**config.mk**
```make
export PLATFORM = sky130hd
export DESIGN_NAME = booth_r4_seq_mult
export DESIGN_NICKNAME = d
export VERILOG_FILES = /design/src/rtl/booth_r4_seq_mult.sv
export SDC_FILE = /design/constraint.sdc
export NUM_CORES = 1
export LEC_CHECK = 0
export CORE_MARGIN = 4
export CORE_UTILIZATION = 30
export CTS_CLUSTER_DIAMETER = 50
export DETAILED_ROUTE_END_ITERATION = 10
export PLACE_DENSITY = 0.45
export SYNTH_ARGS = -nofsm -noshare
export SYNTH_HDL_FRONTEND = slang
export SYNTH_SLANG_ARGS = --single-unit
```
**constraint.sdc**
```tcl
create_clock -name clk -period 4.9 [get_ports clk]
set_input_delay 1.225 -clock clk [delete_from_list [all_inputs] [get_ports clk]]
set_output_delay 1.225 -clock clk [all_outputs]
set_load 0.1 [all_outputs]
```
**src/rtl/booth_r4_seq_mult.sv**
```systemverilog
// booth_r4_seq_mult
//   Sequential radix-4 Booth multiplier with a start/busy/done handshake.
//   Two multiplier bits are retired per clock. Operands are extended by two
//   bits at load time, so both signed and unsigned products are exact.
//   A multiply takes WIDTH/2+1 RUN cycles.
// Ports
//   clk        in   1        system clock, rising edge
//   rst_n      in   1        asynchronous active-low reset
//   start      in   1        request, sampled only while busy=0
//   is_signed  in   1        1: two's-complement operands, 0: unsigned
//   a          in   WIDTH    multiplicand
//   b          in   WIDTH    multiplier
//   busy       out  1        multiply in progress
//   done       out  1        one-cycle pulse, product valid and updated
//   product    out  2*WIDTH  result, held until the next completion
module booth_r4_seq_mult #(
    parameter int WIDTH = 8
) (
    input  logic               clk,
    input  logic               rst_n,
    input  logic               start,
    input  logic               is_signed,
    input  logic [WIDTH-1:0]   a,
    input  logic [WIDTH-1:0]   b,
    output logic               busy,
    output logic               done,
    output logic [2*WIDTH-1:0] product
);

    localparam int ITER = WIDTH / 2 + 1;
    localparam int EW   = WIDTH + 2;          // extended operand width
    localparam int BW   = EW + 1;             // multiplier plus implicit b[-1]
    localparam int AW   = 2 * WIDTH + 4;      // accumulator width
    localparam int CW   = $clog2(ITER + 1);
    localparam logic [CW-1:0] LAST_CNT = CW'(ITER - 1);

    typedef enum logic [0:0] {
        IDLE = 1'b0,
        RUN  = 1'b1
    } state_t;

    // Radix-4 Booth recoding of one triplet into a partial product of m.
    function automatic logic [AW-1:0] booth_pp(input logic [2:0] trip,
                                               input logic [AW-1:0] m);
        case (trip)
            3'b001, 3'b010: booth_pp = m;
            3'b011:         booth_pp = m << 1;
            3'b100:         booth_pp = -(m << 1);
            3'b101, 3'b110: booth_pp = -m;
            default:        booth_pp = {AW{1'b0}};
        endcase
    endfunction

    state_t               state_q, state_d;
    logic [AW-1:0]        a_q, a_d;          // multiplicand, pre-shifted by 2i
    logic [BW-1:0]        b_q, b_d;          // multiplier, triplet sits in [2:0]
    logic [AW-1:0]        acc_q, acc_d;
    logic [CW-1:0]        cnt_q, cnt_d;
    logic                 busy_q, busy_d;
    logic                 done_q, done_d;
    logic [2*WIDTH-1:0]   product_q, product_d;
    logic [AW-1:0]        acc_sum_s;
    logic                 a_ext_s;
    logic                 b_ext_s;

    // Next-state, datapath and output logic.
    always_comb begin
        state_d   = state_q;
        a_d       = a_q;
        b_d       = b_q;
        acc_d     = acc_q;
        cnt_d     = cnt_q;
        busy_d    = busy_q;
        done_d    = 1'b0;
        product_d = product_q;
        acc_sum_s = acc_q + booth_pp(b_q[2:0], a_q);
        a_ext_s   = is_signed & a[WIDTH-1];
        b_ext_s   = is_signed & b[WIDTH-1];

        case (state_q)
            IDLE: begin
                if (start) begin
                    // Multiplicand is extended all the way to the accumulator
                    // width so partial products never need further extension.
                    a_d     = {{(AW-WIDTH){a_ext_s}}, a};
                    b_d     = {{2{b_ext_s}}, b, 1'b0};
                    acc_d   = {AW{1'b0}};
                    cnt_d   = {CW{1'b0}};
                    busy_d  = 1'b1;
                    state_d = RUN;
                end else begin
                    busy_d  = 1'b0;
                    state_d = IDLE;
                end
            end
            RUN: begin
                acc_d = acc_sum_s;
                a_d   = a_q << 2;
                b_d   = b_q >> 2;
                cnt_d = cnt_q + {{(CW-1){1'b0}}, 1'b1};
                if (cnt_q == LAST_CNT) begin
                    product_d = acc_sum_s[2*WIDTH-1:0];
                    done_d    = 1'b1;
                    busy_d    = 1'b0;
                    state_d   = IDLE;
                end else begin
                    busy_d    = 1'b1;
                    state_d   = RUN;
                end
            end
            default: begin
                busy_d  = 1'b0;
                state_d = IDLE;
            end
        endcase
    end

    // State and datapath registers.
    always_ff @(posedge clk or negedge rst_n) begin
        if (!rst_n) begin
            state_q   <= IDLE;
            a_q       <= {AW{1'b0}};
            b_q       <= {BW{1'b0}};
            acc_q     <= {AW{1'b0}};
            cnt_q     <= {CW{1'b0}};
            busy_q    <= 1'b0;
            done_q    <= 1'b0;
            product_q <= {(2*WIDTH){1'b0}};
        end else begin
            state_q   <= state_d;
            a_q       <= a_d;
            b_q       <= b_d;
            acc_q     <= acc_d;
            cnt_q     <= cnt_d;
            busy_q    <= busy_d;
            done_q    <= done_d;
            product_q <= product_d;
        end
    end

    assign busy    = busy_q;
    assign done    = done_q;
    assign product = product_q;

endmodule
```
==> results summary, run 1 <==
The run finished with clean final reports. Entering global routing, the biggest net connects 73 pins. In the routed layout, each cell is associated on average with a via count of 5.15. The number of enable-type register cells in the synthesized netlist came out at 0. The number of remaining DRC errors is 0. The nature of the critical path startpoint is a flop. The hold violation count in the final report is 0. The remaining max-slew budget at the tightest pin came out at 0.344. In this run, CTS created clock tree buffers numbering 9.

The length in cells of the worst reg-to-reg path came out at 17. The largest clock skew in the final design came out at 7.24 ps. The peak per-stage delay on the critical path came out at 460 ps. The cell row count is 42. The met1 capacity usage during global routing is 0.186. Counting buffers and inverters, the worst setup path is 17 cells deep. The count of antenna diodes in the layout is 0.

The cell with the biggest individual delay on the critical path is sky130_fd_sc_hd__or3_1. The count of mapped cells out of synthesis is 456. Setup repair after global routing left no endpoint under its margin. The critical path arrival is 4630 ps.

The class of the most critical setup path is flop to flop. For the finished layout, the period the worst path requires is 4420 ps. The final layout contains routed wiring with a total length of 10.6 mm. The total of flip-flops plus latches after synthesis is 63.

The count of maximum capacitance violations is 0. The net count of the finished layout is 520. The commonest register cell after synthesis is sky130_fd_sc_hd__dfrtp_1. Counting the fill cells in the layout gives 1,362. The maximum net fanout on the critical path came out at 7.

Once detail routing completed, the nets flagged for antenna violations numbered 0. Based on the critical path, the design can be clocked at up to 226 MHz. 38 I/O pins were placed.

The total setup violations reported at the end of the flow is 0. sky130_fd_sc_hd__dfrtp_1 takes more of the synthesized area than any other cell. The HPWL reported at the end of detailed placement came out at 7.57 mm. The post-synthesis net count came out at 495. The total area inside the core boundary comes to 13,200 um2. The number of buffers on the longest clock path is 2. met2 is the most crowded layer. The total setup buffers inserted after CTS is 0. The post-synthesis sequential area ratio is 0.388.

The total clock sinks came out at 63. Summed over all failing endpoints, the final setup total negative slack is 0 ps. In the post-synthesis netlist, the biggest area contributors are sky130_fd_sc_hd__dfrtp_1 (39%), sky130_fd_sc_hd__ha_1 (5.5%), sky130_fd_sc_hd__o21ai_0 (5.4%), sky130_fd_sc_hd__nand2_1 (4.8%), sky130_fd_sc_hd__xnor2_1 (4.7%). The insertion delay to the later sink of the worst-skew pair came out at 340 ps.

For met3 alone, demand over resource in global routing was 0.0446. The average instance area after synthesis is 8.92 um2. In this run, distinct cell masters in the synthesized netlist total 52. The global-route congestion overflow total came out at 0. The initial antenna violation count is 0.

The met2 track demand over resource came out at 0.231. Before antenna repair, the detailed router went through 4 iterations. The area added between synthesis and finish is 19.5%. The port buffer count came out at 37. The signal on the critical path passes through inv_1 -> ha_1 -> or3b_1 -> or3_1 -> or3_1 -> nand2_1 -> xnor2_1 -> a22oi_1 -> o21ai_0 -> ha_1 -> a21oi_1 -> nor2b_1 -> or4_1 -> o21ai_0 -> xnor2_1 -> xnor2_1 -> o21ai_1.

The proportion of layout cells with a drive suffix above 1 came out at 0.0885. The global placer's final weighted congestion came out at 0.847. For this run, the number of Yosys warnings is 0. The share of the synthesized area in the top cell type came out at 0.388.

The clock input transition at the sequential cells of the worst setup and hold paths is 60 ps. The synthesized cell area came out at 4070 um2. Among all cell types in the netlist, the one instantiated most often is sky130_fd_sc_hd__dfrtp_1.

The global-route usage over all layers is 0.147. The level count of the clock H-tree came out at 3. The floorplan step defined a die boundary enclosing 15,500 um2. The post-synthesis async set-or-reset flop share is 1.00. The final standard cell utilization of the core is 0.367.

The most used cell along the critical path is sky130_fd_sc_hd__xnor2_1. The post-route fraction of the period consumed by the critical path came out at 0.902. The initial core utilization is 0.307. The root buffer cell chosen for the clock tree is sky130_fd_sc_hd__clkbuf_16.

The detailed-route via count is 3,412. From bottom edge to top edge, the die measures 124 um. The final-report max-slew violation count is 0.

The floorplan step set the die width to 124 um. The final routed wire length divided by cell count is 16.0 um. The category of cells accounting for the largest share of critical-path delay is simple AND/OR/NAND/NOR gates. Sorting the synthesized cells by how often they occur yields sky130_fd_sc_hd__dfrtp_1 (63), sky130_fd_sc_hd__nand2_1 (52), sky130_fd_sc_hd__o21ai_0 (44). STA classifies the critical path endpoint as a flop.

In this run, post-CTS hold repair placed 0 buffers. The count of cells resized by post-cts repair is 0. For this block, the initial DRC count from the detailed router was 157. TritonCTS built the clock tree. The transition at the pin with the smallest max-transition slack is 981 ps. The first-pass GRT wire length came out at 18.4 mm. The path class of the tightest hold or removal check is flop to flop.

The total buffers and inverters traversed by the critical path is 1. The worst hold path stage count came out at 2. The via count of the first global-routing pass is 3,489. The critical path required time came out at 5120 ps.
stage by stage:
stage	std cells	area [um2]	hold WS [ps]	setup slack (ps)
after detailed placement	646	4590	468	515
after floorplan	456	4070	452	816
after CTS	662	4860	489	488
after global routing	662	4860	507	86.6
final	662	4860	481	481
after global placement	646	4590	465	586
final timing paths:
path                                          from                       to  slack (ps)
max in group asynchronous                    rst_n   product[4]$_DFFE_PN0P_        3040
worst max register to register  a_q[1]$_DFFE_PN0P_  product[15]$_DFFE_PN0P_         480
worst max-delay path            a_q[1]$_DFFE_PN0P_  product[15]$_DFFE_PN0P_         480
min in group asynchronous                    rst_n      a_q[15]$_DFFE_PN0P_         920
worst min-delay path            b_q[4]$_DFFE_PN0P_       b_q[2]$_DFFE_PN0P_         480
worst min register to register  b_q[4]$_DFFE_PN0P_       b_q[2]$_DFFE_PN0P_         480
registers in the layout (all words and copies together) (netlist names):
name     count
a_q         16
acc_q       16
b_q         10
busy         1
cnt_q        3
done         1
product     16
layer usage:
| metal | routed length [um] | share of wire |
|---|---|---|
| met1 | 4890 | 0.46 |
| met2 | 4950 | 0.47 |
| met3 | 471 | 0.044 |
| met4 | 293 | 0.028 |
| met5 | 0 | 0 |
worst min-delay path: stages, from the launching register on:
cell,delay (ps)
sky130_fd_sc_hd__dfrtp_1,340
sky130_fd_sc_hd__nand2_1,50
sky130_fd_sc_hd__o21ai_0,50
cell usage in the layout, fill, tap and decap left out, types with 3 or more instances in the layout:
master                            netlist  routed
sky130_fd_sc_hd__xor2_1                 8       8
sky130_fd_sc_hd__xnor2_1               22      22
sky130_fd_sc_hd__a22oi_1               12      12
sky130_fd_sc_hd__nand2_1               52      52
sky130_fd_sc_hd__or3_1                  9       9
sky130_fd_sc_hd__nor2_1                35      35
sky130_fd_sc_hd__inv_1                 13      13
sky130_fd_sc_hd__or4_1                  3       3
sky130_fd_sc_hd__nand2b_1               5       5
sky130_fd_sc_hd__o31ai_1                3       3
sky130_fd_sc_hd__mux2_2                13      13
sky130_fd_sc_hd__a211oi_1               4       4
sky130_fd_sc_hd__buf_4                  0       8
sky130_fd_sc_hd__nand3_1                5       5
sky130_fd_sc_hd__a21oi_1               28      28
sky130_fd_sc_hd__mux2i_1               15      15
sky130_fd_sc_hd__dfrtp_1               63      62
sky130_fd_sc_hd__nor3_1                 4       4
sky130_fd_sc_hd__clkdlybuf4s50_1        0      36
sky130_fd_sc_hd__and3_1                 3       3
sky130_fd_sc_hd__a22o_1                15      15
sky130_fd_sc_hd__a21o_1                 3       3
sky130_fd_sc_hd__nor2b_1                6       6
sky130_fd_sc_hd__o22ai_1                6       6
sky130_fd_sc_hd__clkbuf_16              0       9
sky130_fd_sc_hd__o21ai_0               44      44
sky130_fd_sc_hd__a221oi_1               6       6
sky130_fd_sc_hd__ha_1                  18      18
cell type report:
cell class,count,area (um2),area share
inverter,15,56.3,0.0116
multi-input combinational,347,2310,0.474
sequential,63,1580,0.324
tap,176,220,0.0453
clock buffer,11,243,0.0499
clock inverter,5,33.8,0.00695
timing repair buffer,45,425,0.0875
logic make-up (layout without fill, tap and decap cells):
logic type               after synthesis  count (layout)  share of synthesized area
buffers and inverters                 46              76                     0.0455
AND/OR/NAND/NOR                      135             135                      0.158
flip-flops                            63              63                      0.388
adder cells (fa/ha/maj)               19              19                     0.0603
XOR/XNOR                              30              30                     0.0646
multiplexers                          28              28                     0.0729
AO/OA/AOI/OAI                        135             135                      0.211
Power of run 1 is not shown: default switching activity piles up to over one toggle a cycle in this logic, so the estimate is an artifact.
==> inputs of run 2 (changes only) <==
Settings changed: PLACE_DENSITY 0.45 to 0.58, SKIP_LAST_GASP from default to 1.
==> run 2 against run 1 <==
Against the previous run:
- cell count is 0.15% lower
- die area unchanged
- setup slack worse by 67 ps
- non-clock buffer count shrank 1
- critical endpoint is now acc_q[15]$_DFFE_PN0P_
- largest cell class unchanged
==> results summary, run 2 (synthesized netlist as in run 1, its figures left out) <==
Setup repair after global routing left no endpoint under its margin. The y dimension of the die is 124 um (unchanged). The cell row count was 42 (unchanged). The via count of the first global-routing pass came out at 3,305 (-5.3%). The proportion of layout cells with a drive suffix above 1 was 0.0866 (-0.00188). The start point of the worst hold path is b_q[6]$_DFFE_PN0P_. The maximum net fanout on the critical path was 6 (-1). The worst hold path stage count came out at 2 (unchanged). The cell sitting at the root of the clock tree is a sky130_fd_sc_hd__clkbuf_16. The global-route congestion overflow total is 0 (unchanged). The area of the placeable core came out at 13,200 um2 (unchanged).

The remaining number of nets flagged by the antenna check after routing is 0 (unchanged). The length in cells of the worst reg-to-reg path came out at 17 (unchanged). The detailed-route via count is 3,444 (+0.94%).

The first-pass GRT wire length is 17.3 mm (-5.9%). The post-route fraction of the period consumed by the critical path is 0.915 (+0.0136). The number of remaining DRC errors is 0 (unchanged). The CTS buffer count is 9 (unchanged). The final routed wire length divided by cell count was 15.4 um (-3.8%). The largest clock skew in the final design came to 7.43 ps (+0.191 ps). The total setup buffers inserted after CTS came out at 0 (unchanged). The global-route usage over all layers came out at 0.136 (-0.0113). The min-delay analysis places its worst path in the category flop to flop. The top-level port count is 38 (unchanged). The area added between synthesis and finish is 19.8%. The count of antenna diodes in the layout came to 0 (unchanged).

The origin of the critical flop-to-flop path is a_q[0]$_DFFE_PN0P_. The initial DRC count came out at 169 (+7.6%). The maximum operating frequency came to 223 MHz (-1.5%). The insertion delay to the later sink of the worst-skew pair is 340 ps (about the same). The HPWL reported at the end of detailed placement is 7.25 mm (-4.3%). The number of buffers on the longest clock path is 2 (unchanged). The quantity of hold-fixing buffers added after cts came out at 0 (unchanged). The remaining max-slew budget at the tightest pin came out at 0.326 (-0.0184). The count of cells resized by post-cts repair came to 0 (unchanged). The initial core utilization is 0.307 (unchanged).

The total wire length after detailed routing came out at 10.2 mm (-3.9%). The port buffer count came out at 37 (unchanged). The end point of the most critical hold path is b_q[4]$_DFFE_PN0P_. The hold violation count in the final report came to 0 (unchanged). The post-route minimum period is 4490 ps (+66.7 ps). The worst setup path is launched from a flop.

The class of the most critical setup path is flop to flop. The net count of the finished layout is 519 (-0.19%). In the layout the commonest cells are sky130_fd_sc_hd__dfrtp_1 (62), sky130_fd_sc_hd__nand2_1 (52), sky130_fd_sc_hd__o21ai_0 (44). The horizontal die dimension came to 124 um (unchanged). The total clock sinks is 63 (unchanged). The final-report max-slew violation count was 0 (unchanged). The die area is 15,500 um2 (unchanged). The total negative slack is 0 ps (unchanged). The total setup violations reported at the end of the flow is 0 (unchanged). TritonCTS built the clock tree. The clock input transition at the sequential cells of the worst setup and hold paths came out at 50 ps (about the same). The critical path required time came out at 5130 ps (about the same). The critical path arrival is 4710 ps (+80 ps).

The global placer's final weighted congestion came to 0.933 (+10%). The count of maximum capacitance violations came out at 0 (unchanged). The setup slack on the worst flop-to-flop path came out at 410 ps (-70 ps). The initial antenna violation count came out at 0 (unchanged).

The level count of the clock H-tree is 3 (unchanged). Leaving out fill and tap cells, the most frequent cell in the layout is sky130_fd_sc_hd__dfrtp_1. The nature of the critical path endpoint is a flop.

The run finished with clean final reports. The reg-to-reg critical path endpoint is acc_q[15]$_DFFE_PN0P_. The per-cell via count in the routed design is 5.21 (+1.1%). The maximum number of pins on one net before global-route repair is 73 (unchanged). The transition at the pin with the smallest max-transition slack came out at 1010 ps (+27.5 ps). The number of iterations in the first detailed-routing pass is 5 (+1).
-- run 2: cell types whose count changed in the layout (fill, tap and decap cells not counted) --
cell                         change
sky130_fd_sc_hd__clkbuf_8        +3
sky130_fd_sc_hd__clkinvlp_4      -1
sky130_fd_sc_hd__clkinv_4        -1
sky130_fd_sc_hd__buf_4           -1
sky130_fd_sc_hd__clkinv_2        -1
-- run 2: worst max path at each step --
stage | startpoint | cells after the start | slack (ps) | to
final | a_q[0]$_DFFE_PN0P_ | 17 | 410 | acc_q[15]$_DFFE_PN0P_
after global placement | a_q[1]$_DFFE_PN0P_ | 17 | 550 | acc_q[15]$_DFFE_PN0P_
after global routing | a_q[0]$_DFFE_PN0P_ | 17 | 60 | product[15]$_DFFE_PN0P_
after CTS | a_q[0]$_DFFE_PN0P_ | 17 | 420 | acc_q[15]$_DFFE_PN0P_
after detailed placement | a_q[0]$_DFFE_PN0P_ | 17 | 450 | acc_q[15]$_DFFE_PN0P_
after floorplan | a_q[0]$_DFFE_PN0P_ | 19 | 820 | acc_q[15]$_DFFE_PN0P_
-- run 2: layer usage --
layer  part of all wire  vias to the layer above  GRT usage
met5                  0                        -          0
met4              0.019                        0     0.0522
met3              0.037                       18     0.0364
met2               0.47                       73      0.212
met1               0.47                     1679      0.180
li1                   -                     1674          -
-- run 2: area by class of cell --
type / count / area, um2
clock buffers: 14 / 284
clock inverters: 2 / 12.5
fillers: 1341 / 8370
inverters: 15 / 56.3
multi-input cells: 347 / 2310
flip-flops and latches: 63 / 1580
well taps: 176 / 220
repair buffers: 44 / 418
-- run 2: metrics by stage --
stage | utilization | area (um2) | setup WS, ps | hold WS [ps] | instances
5_1_grt | 0.368 | 4870 | 64.3 | 514 | 661
2_1_floorplan | - | 4070 | 816 | 452 | 456
3_3_place_gp | 0.346 | 4580 | 553 | 462 | 645
6_report | 0.368 | 4870 | 415 | 482 | 661
4_1_cts | 0.368 | 4870 | 417 | 487 | 661
3_5_place_dp | 0.346 | 4580 | 446 | 467 | 645
-- run 2: critical path, stage by stage (launching register included) --
cell                       delay [ps]
sky130_fd_sc_hd__dfrtp_1          410
sky130_fd_sc_hd__inv_1            100
sky130_fd_sc_hd__ha_1             190
sky130_fd_sc_hd__or3b_1           470
sky130_fd_sc_hd__or3_1            470
sky130_fd_sc_hd__or3_1            390
sky130_fd_sc_hd__nand2_1          100
sky130_fd_sc_hd__xnor2_1          140
sky130_fd_sc_hd__a22oi_1          110
sky130_fd_sc_hd__o21ai_0          210
sky130_fd_sc_hd__ha_1             320
sky130_fd_sc_hd__a21oi_1          210
sky130_fd_sc_hd__nor2b_1           80
sky130_fd_sc_hd__or4_1            460
sky130_fd_sc_hd__o21ai_0          230
sky130_fd_sc_hd__xnor2_1          210
sky130_fd_sc_hd__nand3b_4         200
sky130_fd_sc_hd__nand3_2           70
Power of run 2 is left out for the same reason.
==> inputs of run 3 (changes only) <==
Settings changed: CORE_UTILIZATION 30 to 58, PLACE_DENSITY 0.58 to 0.92.
==> run 3 against run 2 <==
Against the previous run:
- global-route usage increased by 12 points
- largest cell class unchanged
- register-to-register slack got worse by 70 ps
- non-clock buffer count is the same
- highest routed layer unchanged
- via count grew 2.2%
- critical endpoint unchanged
- clock-buffer cell count is 1 lower
==> results summary, run 3 (synthesized netlist as in run 1, its figures left out) <==
The flow ran to the end, and the final reports show no timing, DRC or antenna violations. The total clock sinks came to 63 (unchanged). The worst setup path is launched from a flop. The area of the placeable core is 6790 um2 (-49%).

The start point of the worst hold path is product[10]$_DFFE_PN0P_. The number of remaining DRC errors came out at 0 (unchanged). The global-route congestion overflow total is 0 (unchanged). The clock input transition at the sequential cells of the worst setup and hold paths is 70 ps (+20 ps). The origin of the critical flop-to-flop path is a_q[0]$_DFFE_PN0P_.

The count of maximum capacitance violations came out at 0 (unchanged). The net count of the finished layout came to 519 (unchanged). The total setup violations reported at the end of the flow is 0 (unchanged). The remaining number of nets flagged by the antenna check after routing is 0 (unchanged). The first-pass GRT wire length is 17.1 mm (-0.88%). The via count of the first global-routing pass is 3,529 (+6.8%). The cell sitting at the root of the clock tree is a sky130_fd_sc_hd__clkbuf_8. The insertion delay to the later sink of the worst-skew pair is 350 ps (about the same). The quantity of hold-fixing buffers added after cts is 0 (unchanged). The worst register-to-register path ends at acc_q[15]$_DFFE_PN0P_.

The global placer's final weighted congestion came out at 0.990 (+6.1%). The largest clock skew in the final design came to 6.93 ps (-0.500 ps). The top-level port count came out at 38 (unchanged).

The horizontal die dimension came out at 91.7 um (-26%). The maximum number of pins on one net before global-route repair is 73 (unchanged). The HPWL reported at the end of detailed placement was 6.97 mm (-3.8%). The global-route usage over all layers is 0.253 (+0.117). The critical path required time came out at 5140 ps (about the same). TritonCTS built the clock tree. In this run the most used layer during global routing was met2.

The number of iterations in the first detailed-routing pass is 5 (unchanged). The worst hold path belongs to the class flop to flop. The final routed wire length divided by cell count came out at 17.2 um (+12%). The detailed-route via count is 3,521 (+2.2%). The length in cells of the worst reg-to-reg path is 17 (unchanged).

The initial DRC count is 400 (+140%). The initial antenna violation count came out at 0 (unchanged). The y dimension of the die came to 91.7 um (-26%).

The die area is 8420 um2 (-46%). The number of fill cells in the layout was 499 (-63%). The proportion of layout cells with a drive suffix above 1 is 0.0825 (-0.00412). The transition at the pin with the smallest max-transition slack is 974 ps (-34.6 ps).

The final-report max-slew violation count came to 0 (unchanged). The worst setup path is captured at a flop. The library cell used most frequently in the layout, excluding fill and tap cells, is sky130_fd_sc_hd__dfrtp_1. The port buffer count is 37 (unchanged). The total wire length after detailed routing came out at 10.0 mm (-1.7%). The count of antenna diodes in the layout came out at 0 (unchanged). The maximum operating frequency was 220 MHz (-1.5%). The level count of the clock H-tree came out at 3 (unchanged). The total negative slack is 0 ps (unchanged). The worst hold path stage count came to 2 (unchanged). The worst setup path is of the flop to flop kind. The post-route fraction of the period consumed by the critical path came out at 0.929 (+0.0137).

The CTS buffer count was 9 (unchanged). The worst hold path terminates at product[10]$_DFFE_PN0P_. The cell row count is 30 (-29%).

The critical path arrival is 4790 ps (+80 ps). The maximum net fanout on the critical path came to 6 (unchanged). The count of cells resized by post-cts repair came out at 0 (unchanged).

The hold violation count in the final report came to 0 (unchanged). The area added between synthesis and finish came out at 14.8%. The number of buffers on the longest clock path came out at 2 (unchanged). The total setup buffers inserted after CTS came out at 0 (unchanged). The met3 global-route usage came out at 0.0468 (+0.0103). The met1 capacity usage during global routing is 0.325 (+0.145).

Setup repair after global routing left no endpoint under its margin. The setup slack on the worst flop-to-flop path came out at 350 ps (-70 ps). The per-cell via count in the routed design came to 6.06 (+16%). The met2 track demand over resource is 0.416 (+0.204). The post-route minimum period came out at 4550 ps (+67.0 ps). The remaining max-slew budget at the tightest pin was 0.349 (+0.0231). Leaving out fill and tap cells, the most frequent cells in the layout are sky130_fd_sc_hd__dfrtp_1 (62), sky130_fd_sc_hd__nand2_1 (52), sky130_fd_sc_hd__o21ai_0 (44).

The initial core utilization came out at 0.599 (+0.292).
## run 3: cell type report
cell class                 count  area (um2)  area share
tap                           96         120      0.0257
timing repair buffer          44         418      0.0895
multi-input combinational    347        2310       0.494
sequential                    63        1580       0.338
clock inverter                 3        42.5     0.00911
clock buffer                  13         149      0.0319
inverter                      15        56.3      0.0121
## run 3: worst max-delay path by stage
stage                       start                       to  slack [ps]  cells past startpoint
6_report       a_q[0]$_DFFE_PN0P_    acc_q[15]$_DFFE_PN0P_         350                     17
3_5_place_dp   a_q[0]$_DFFE_PN0P_    acc_q[15]$_DFFE_PN0P_         460                     17
2_1_floorplan  a_q[0]$_DFFE_PN0P_    acc_q[15]$_DFFE_PN0P_         820                     19
4_1_cts        a_q[0]$_DFFE_PN0P_    acc_q[15]$_DFFE_PN0P_         390                     17
3_3_place_gp   a_q[0]$_DFFE_PN0P_    acc_q[15]$_DFFE_PN0P_         640                     17
5_1_grt        a_q[0]$_DFFE_PN0P_  product[15]$_DFFE_PN0P_         120                     17
## run 3: stage by stage
step                      cell area [um2]  hold slack (ps)  cells  setup slack, ps   util
after floorplan                      4070              452    456              816      -
after global placement               4480              462    565              640  0.659
after detailed placement             4480              475    565              459  0.659
after CTS                            4670              491    581              393  0.687
after global routing                 4670              512    581              118  0.687
final                                4670              488    581              348  0.687
## run 3: layer usage
metal,share of wire,vias up
met5,0,-
met4,0.027,0
met3,0.063,27
met2,0.49,146
met1,0.42,1674
li1,-,1674
## run 3: worst max-delay path: stages (launching register included)
cell and delay, ps:
sky130_fd_sc_hd__dfrtp_1 430, sky130_fd_sc_hd__inv_1 100, sky130_fd_sc_hd__ha_1 200, sky130_fd_sc_hd__or3b_1 450, sky130_fd_sc_hd__or3_1 450, sky130_fd_sc_hd__or3_1 390
sky130_fd_sc_hd__nand2_1 110, sky130_fd_sc_hd__xnor2_1 90, sky130_fd_sc_hd__a22oi_1 190, sky130_fd_sc_hd__o21ai_0 100, sky130_fd_sc_hd__ha_1 390, sky130_fd_sc_hd__a21oi_1 250
sky130_fd_sc_hd__nor2b_1 90, sky130_fd_sc_hd__or4_1 460, sky130_fd_sc_hd__o21ai_0 230, sky130_fd_sc_hd__xnor2_1 230, sky130_fd_sc_hd__nand3b_4 200, sky130_fd_sc_hd__nand3_2 70
Power of run 3 is left out for the same reason.
